## src/rtl/tdm_demux_if.sv

```systemverilog
// Bus bundle for the TDM demultiplexer: serial sample input side and
// parallel frame output side.
interface tdm_demux_if #(
    parameter int NCH = 4,
    parameter int W   = 8
);
    logic [W-1:0]     in_data;
    logic             in_valid;
    logic             in_sof;
    logic [NCH*W-1:0] out_data;
    logic             out_valid;
    logic             frame_err;

    modport master (
        output in_data,
        output in_valid,
        output in_sof,
        input  out_data,
        input  out_valid,
        input  frame_err
    );

    modport slave (
        input  in_data,
        input  in_valid,
        input  in_sof,
        output out_data,
        output out_valid,
        output frame_err
    );
endinterface

```

## src/rtl/tdm_demux.sv

```systemverilog
// Time-division demultiplexer: collects NCH serial W-bit samples, aligned by
// sof on channel 0, and presents each completed frame in parallel.
module tdm_demux #(
    parameter int NCH = 4,
    parameter int W   = 8
) (
    input  logic        clk,
    input  logic        rst_n,
    tdm_demux_if.slave  bus
);
    localparam int IW = $clog2(NCH);
    localparam logic [IW-1:0] LAST_IDX = IW'(NCH - 1);

    typedef enum logic {
        HUNT,
        COLLECT
    } state_t;

    state_t           state_q, state_d;
    logic [IW-1:0]    idx_q, idx_d;
    logic [W-1:0]     stg_q [NCH];
    logic [W-1:0]     stg_d [NCH];
    logic [NCH*W-1:0] out_data_q, out_data_d;
    logic             out_valid_q, out_valid_d;
    logic             frame_err_q, frame_err_d;

    always_ff @(posedge clk or negedge rst_n) begin
        if (!rst_n) begin
            state_q     <= HUNT;
            idx_q       <= '0;
            out_data_q  <= '0;
            out_valid_q <= 1'b0;
            frame_err_q <= 1'b0;
            for (int k = 0; k < NCH; k++) begin
                stg_q[k] <= '0;
            end
        end else begin
            state_q     <= state_d;
            idx_q       <= idx_d;
            out_data_q  <= out_data_d;
            out_valid_q <= out_valid_d;
            frame_err_q <= frame_err_d;
            for (int k = 0; k < NCH; k++) begin
                stg_q[k] <= stg_d[k];
            end
        end
    end

    // The final sample bypasses staging and goes straight into out_data, so a
    // new frame can start on the very next valid cycle.
    always_comb begin
        state_d     = state_q;
        idx_d       = idx_q;
        stg_d       = stg_q;
        out_data_d  = out_data_q;
        out_valid_d = 1'b0;
        frame_err_d = 1'b0;

        case (state_q)
            HUNT: begin
                if (bus.in_valid && bus.in_sof) begin
                    stg_d[0] = bus.in_data;
                    idx_d    = IW'(1);
                    state_d  = COLLECT;
                end
            end
            COLLECT: begin
                if (bus.in_valid) begin
                    if (bus.in_sof) begin
                        frame_err_d = 1'b1;
                        stg_d[0]    = bus.in_data;
                        idx_d       = IW'(1);
                    end else if (idx_q == LAST_IDX) begin
                        for (int k = 0; k < NCH - 1; k++) begin
                            out_data_d[k*W +: W] = stg_q[k];
                        end
                        out_data_d[(NCH-1)*W +: W] = bus.in_data;
                        out_valid_d = 1'b1;
                        idx_d       = '0;
                        state_d     = HUNT;
                    end else begin
                        stg_d[idx_q] = bus.in_data;
                        idx_d        = idx_q + IW'(1);
                    end
                end
            end
            default: begin
                state_d = HUNT;
                idx_d   = '0;
            end
        endcase
    end

    assign bus.out_data  = out_data_q;
    assign bus.out_valid = out_valid_q;
    assign bus.frame_err = frame_err_q;
endmodule
```

## src/flat_wrapper.sv

```systemverilog
// flat-port wrapper written by rule: the top's interface ports become plain ports
module tdm_demux_flat 
#(
    parameter int NCH = 4,
    parameter int W   = 8
)
  (clk, rst_n, bus_in_data, bus_in_valid, bus_in_sof, bus_out_data, bus_out_valid, bus_frame_err);
  tdm_demux_if #(.NCH(NCH), .W(W)) bus_i ();
  input  logic clk;
  input  logic rst_n;
  input wire logic [$bits(bus_i.in_data)-1:0] bus_in_data;
  input wire logic [$bits(bus_i.in_valid)-1:0] bus_in_valid;
  input wire logic [$bits(bus_i.in_sof)-1:0] bus_in_sof;
  output wire logic [$bits(bus_i.out_data)-1:0] bus_out_data;
  output wire logic [$bits(bus_i.out_valid)-1:0] bus_out_valid;
  output wire logic [$bits(bus_i.frame_err)-1:0] bus_frame_err;
  assign bus_i.in_data = bus_in_data;
  assign bus_i.in_valid = bus_in_valid;
  assign bus_i.in_sof = bus_in_sof;
  assign bus_out_data = bus_i.out_data;
  assign bus_out_valid = bus_i.out_valid;
  assign bus_frame_err = bus_i.frame_err;
  tdm_demux #(.NCH(NCH), .W(W)) u_core (.clk(clk), .rst_n(rst_n), .bus(bus_i));
endmodule
```

## config.mk

```make
export PLATFORM = sky130hd
export DESIGN_NAME = tdm_demux_flat
export DESIGN_NICKNAME = d
export VERILOG_FILES = /design/src/rtl/tdm_demux_if.sv /design/src/rtl/tdm_demux.sv /design/src/flat_wrapper.sv
export SDC_FILE = /design/constraint.sdc
export NUM_CORES = 1
export LEC_CHECK = 0
export ABC_AREA = 1
export BUFFER_PORTS_ARGS = -buffer_cell sky130_fd_sc_hd__buf_2
export CELL_PAD_IN_SITES_DETAIL_PLACEMENT = 2
export CELL_PAD_IN_SITES_GLOBAL_PLACEMENT = 2
export CORE_MARGIN = 5
export CORE_UTILIZATION = 36
export DETAILED_ROUTE_END_ITERATION = 10
export PLACE_DENSITY = 0.91
export SYNTH_ARGS = -nofsm -noshare
export SYNTH_HDL_FRONTEND = slang
export SYNTH_SLANG_ARGS = --single-unit
```

## constraint.sdc

```tcl
create_clock -name clk -period 4.1 [get_ports clk]
set_input_delay 1.23 -clock clk [delete_from_list [all_inputs] [get_ports clk]]
set_output_delay 1.23 -clock clk [all_outputs]
set_load 0.05 [all_outputs]
```

# Yosys cells after proc, flatten, opt, wreduce, memory -nomap -nowiden
# Index checks and enable logic that the tools add are counted.
# totals
regBits,69
latchBits,0
ram_bits,0
rom_bits,0
inputBits,12
out_inout_bits,34
elab_cells,52
mem_count,0
# classes
add_sub_neg,1
n_mul,0
div,0
n_lt_le_gt_ge,2
eq_ne,4
n_shift,0
muxes,26
bitwise,4
reduce_logical,6
# op_table
op,n
2-to-1 mux 32 bit,2
bitwise mux 32 bit,1
2-to-1 mux 24 bit,1
2-to-1 mux 8 bit,3
demux 8 bit (select 2 bit),1
case mux 8 bit (2 select lines),1
2-to-1 mux 1 bit,11
2-to-1 mux 2 bit,4
AND reduction 4 bit,2
case mux 2 bit (2 select lines),1
"greater-or-equal comparator 3 bit, second input constant",1
"less-than comparator 3 x 1 -> 1 bit, second input constant",1
"!= test 3 bit, second input constant",1
inverter 1 bit,3
inverter 2 -> 3 bit,1
AND reduction 3 bit,1
"adder 2 x 1 -> 2 bit, second input constant",1
"equality test 2 bit, second input constant",1
logical AND 1 bit,2
"!= test 2 x 1 -> 1 bit, second input constant",1
"!= test 2 bit, second input constant",1
case mux 1 bit (2 select lines),1
AND reduction 2 bit,1

# Logic depth before layout (Yosys ltp)
# logic_depth
ltp_word,10
mapped_depth,8
mapped_depth_nobuf,7

# Worst setup path before layout
# No wires, ideal clock.
# synth_path
kind,input -> register
startpoint,input bus_in_valid
endpoint,register u_core.out_data_q[24] (netlist: u_core.bus.out_data[24])
setup_ns,0.120
arrival_time_ns,1.921
required_ns,3.980
setup_slack_ns,2.059
cell_stages,6
path_buffers,1
path_cell_list,nand2_2 nor3_4 inv_2 buf_6 nand2_1 o21ai_2
# synth_via
elab_chain_cells,1
# synth_lines
item,line,source
start: declaration,flat_wrapper.sv:12,input wire logic [$bits(bus_i.in_valid)-1:0] bus_in_valid;
AND reduction 4 bit (no line),n/a,
end signal: assignment,tdm_demux.sv:40,out_data_q <= out_data_d;
end: declaration,tdm_demux.sv:23,"logic [NCH*W-1:0] out_data_q, out_data_d;"
# No other way between the ends.
# A chain may end at the register's enable or synchronous reset.

# Worst setup path after layout
# layout_path
startpoint,register u_core.out_data_q[28] (netlist: u_core.bus.out_data[28])
endpoint,output bus_out_data[28]
# layout_rtl
item,line,source
end: declaration,flat_wrapper.sv:14,output wire logic [$bits(bus_i.out_data)-1:0] bus_out_data;
# No word-level cell between the ends.

==> impl_metrics.ini <==
[outcome]
status = finished clean

[clocking]
cts_resized = 0
ctsRootBufferMaster = clkbuf_8
insertion_delay_ps = 340
numCtsBuffers = 9
hold_buffers = 0
cts.path.max_buffers = 2
cts.sinks = 61
clk_pin_slew_ps = 70
post_cts_buffers = 0
cts_tree = built
htree_levels = 3

[routing]
drt_iter0_drc = 68
drt-total-wl_mm = 7.045
dr.pass1.iters = 4
ant_nets = 0
dr_total_vias = 1913
drc = 0
via_per_inst = 4.905
wl_per_cell_um = 18.06

[cells_and_area]
fin_util = 0.4354
layout_common_cells = nand2_1 (118), dfrtp_1 (61), buf_2 (45), o21ai_0 (18), inv_1 (16)
final_cell_area_um2 = 2925
antennaDiodeCount = 0
stdcell_count = 390
num-nets-final = 323
drive_gt1_frac = 0.2452
mostFrequentLayoutCell = nand2_1
areaGrowthSynthToFinish_pct = 18.92
fillers = 746

[sta]
slew_violations = 0
finalSetupViolations = 0
finalClockSkew_ps = 11.57
finalHoldViolations = 0
fin_crit_sh = 0.5515
maxSlewHeadroom = 0.4784
min_period_ps = 2261
rsz0062_at_grt = no
fmaxAchievable_mhz = 442.3
tightest_slew_ps = 781.3
setup_tns_ps = 0

[floorplan]
dieArea_um2 = 8586
die_h_um = 92.66
rows = 30
core-area_um2 = 6719
initial_core_util = 0.3661
die_x_um = 92.66
io-pin-count = 46

[synthesis]
synth_top_area_cell = dfrtp_1
syn_inst = 256
avgSynthCellArea_um2 = 9.609
synth_edf_count = 0
ys_ff_latch = 61
yosysUniqueCellTypes = 18
seq_area_frac_synth = 0.6205
synth_fp_nets = 273
synth-async-reset-ratio = 1.000
ys_warn_count = 0
ys.flop_type = dfrtp_1
synth.area.top_cells = dfrtp_1 (62%), nand2_1 (18%), o21ai_0 (3.7%)
synth_top_area_frac = 0.6205
syn_area_um2 = 2460

[global_routing]
grt_pass1_wl_mm = 11.63
gr-total-overflow = 0
grt_start_max_net_pins = 41
antenna_found_initial = 0
grt_pass1_vias = 2253
grt_use_total = 0.1760

[min_path]
hp-class = register to register
min_to = u_core.bus.out_data[19]
hold_path_depth = 2
min_from = u_core.bus.out_data[19]

[critical_path]
critPathRequiredTime_ps = 2870
crit_fanout = 2
rr_endpoint = u_core.bus.out_data[24]
rr_worst_depth = 6
crit_type = register to output pin
startpoint_type = register
cpPeakStageDelay_ps = 390
crit_buf_inv = 1
crit_path_top_delay_cell = dfrtp_1
rrSetupSlack_ps = 2220
crit_family = flip-flops
end_kind = output pin
crit_arrival_ps = 1030
path_cells = buf_2
rr_startpoint = u_core.idx_q[0]

[placed_design]
routabilityCongestion = 0.8324
dpl.cell_count = 375
port-buffer-count = 45
dp_hpwl_mm = 4.515
placed_area_um2 = 2726

[power_and_ir_drop]
total_power_w = 0.002418
leakage_nw = 1.629
peakVddDrop_uv = 169.5
powerDensity_nw_per_um2 = 826.7

[run]
max_cap_violations = 0
## logic make-up (layout without fill, tap and decap cells)
kind of cell             after synthesis  in the layout  share of synthesized area
AND/OR/NAND/NOR                      129            129                     0.2106
adder cells (fa/ha/maj)                5              5                    0.02543
buffers and inverters                 26             80                    0.05900
flip-flops                            61             61                     0.6205
AO/OA/AOI/OAI                         35             35                    0.08444
## power breakdown
part	switching [W]	internal, W	total (W)
Sequential	0.000141	0.000821	0.000962
Combinational	0.000710	0.000204	0.000914
Clock	0.000234	0.000308	0.000542
Total	0.00108	0.00133	0.00242
## worst max path at each step
stage                     slack, ps                    start  depth (start not counted)                       to
after floorplan                2060             bus_in_valid                          6  u_core.bus.out_data[24]
after CTS                      1830  u_core.bus.out_data[28]                          1         bus_out_data[28]
after global placement         1710             bus_in_valid                          6  u_core.bus.out_data[24]
after detailed placement       1610             bus_in_valid                          6  u_core.bus.out_data[30]
final                          1840  u_core.bus.out_data[28]                          1         bus_out_data[28]
after global routing           1830  u_core.bus.out_data[28]                          1         bus_out_data[28]
## Yosys cell counts, types with 2 or more instances
cell type	count
buf_2	2
buf_4	2
nand2_1	118
buf_6	5
dfrtp_1	61
o21ai_2	8
nand3_1	5
o21ai_1	6
nand3_2	2
o21ai_0	18
a21oi_1	2
inv_1	16
nor2_1	2
ha_1	5
## layout make-up
cell class	instances	area [um2]	area share
flip-flops and latches	61	1526	0.5218
multi-input cells	169	788.3	0.2695
repair buffers	48	247.7	0.08469
clock buffers	11	151.4	0.05175
well taps	80	100.1	0.03422
inverters	17	63.81	0.02181
clock inverters	4	47.55	0.01625
## stage by stage
| step | hold WS [ps] | setup WS, ps |
|---|---|---|
| after floorplan | 449.2 | 2059 |
| after global placement | 449.6 | 1708 |
| after detailed placement | 456.9 | 1612 |
| after CTS | 475.1 | 1831 |
| after global routing | 498.0 | 1825 |
| final | 471.0 | 1839 |
## flip-flops by register name (all words and copies together) (netlist names)
register              flops
u_core.bus.frame_err      1
u_core.idx_q              2
u_core.bus.out_valid      1
u_core.stg_q             24
u_core.bus.out_data      32
u_core.state_q            1
## metal layers
metal  wire length (um)  vias up  global-route usage
met4                133        0             0.06227
met3                216       11             0.03006
met5                  0        -                   0
met1               2916      970              0.2075
li1                   -      896                   -
met2               3779       36              0.3208
Note: power is estimated with default switching activity, not from simulation.
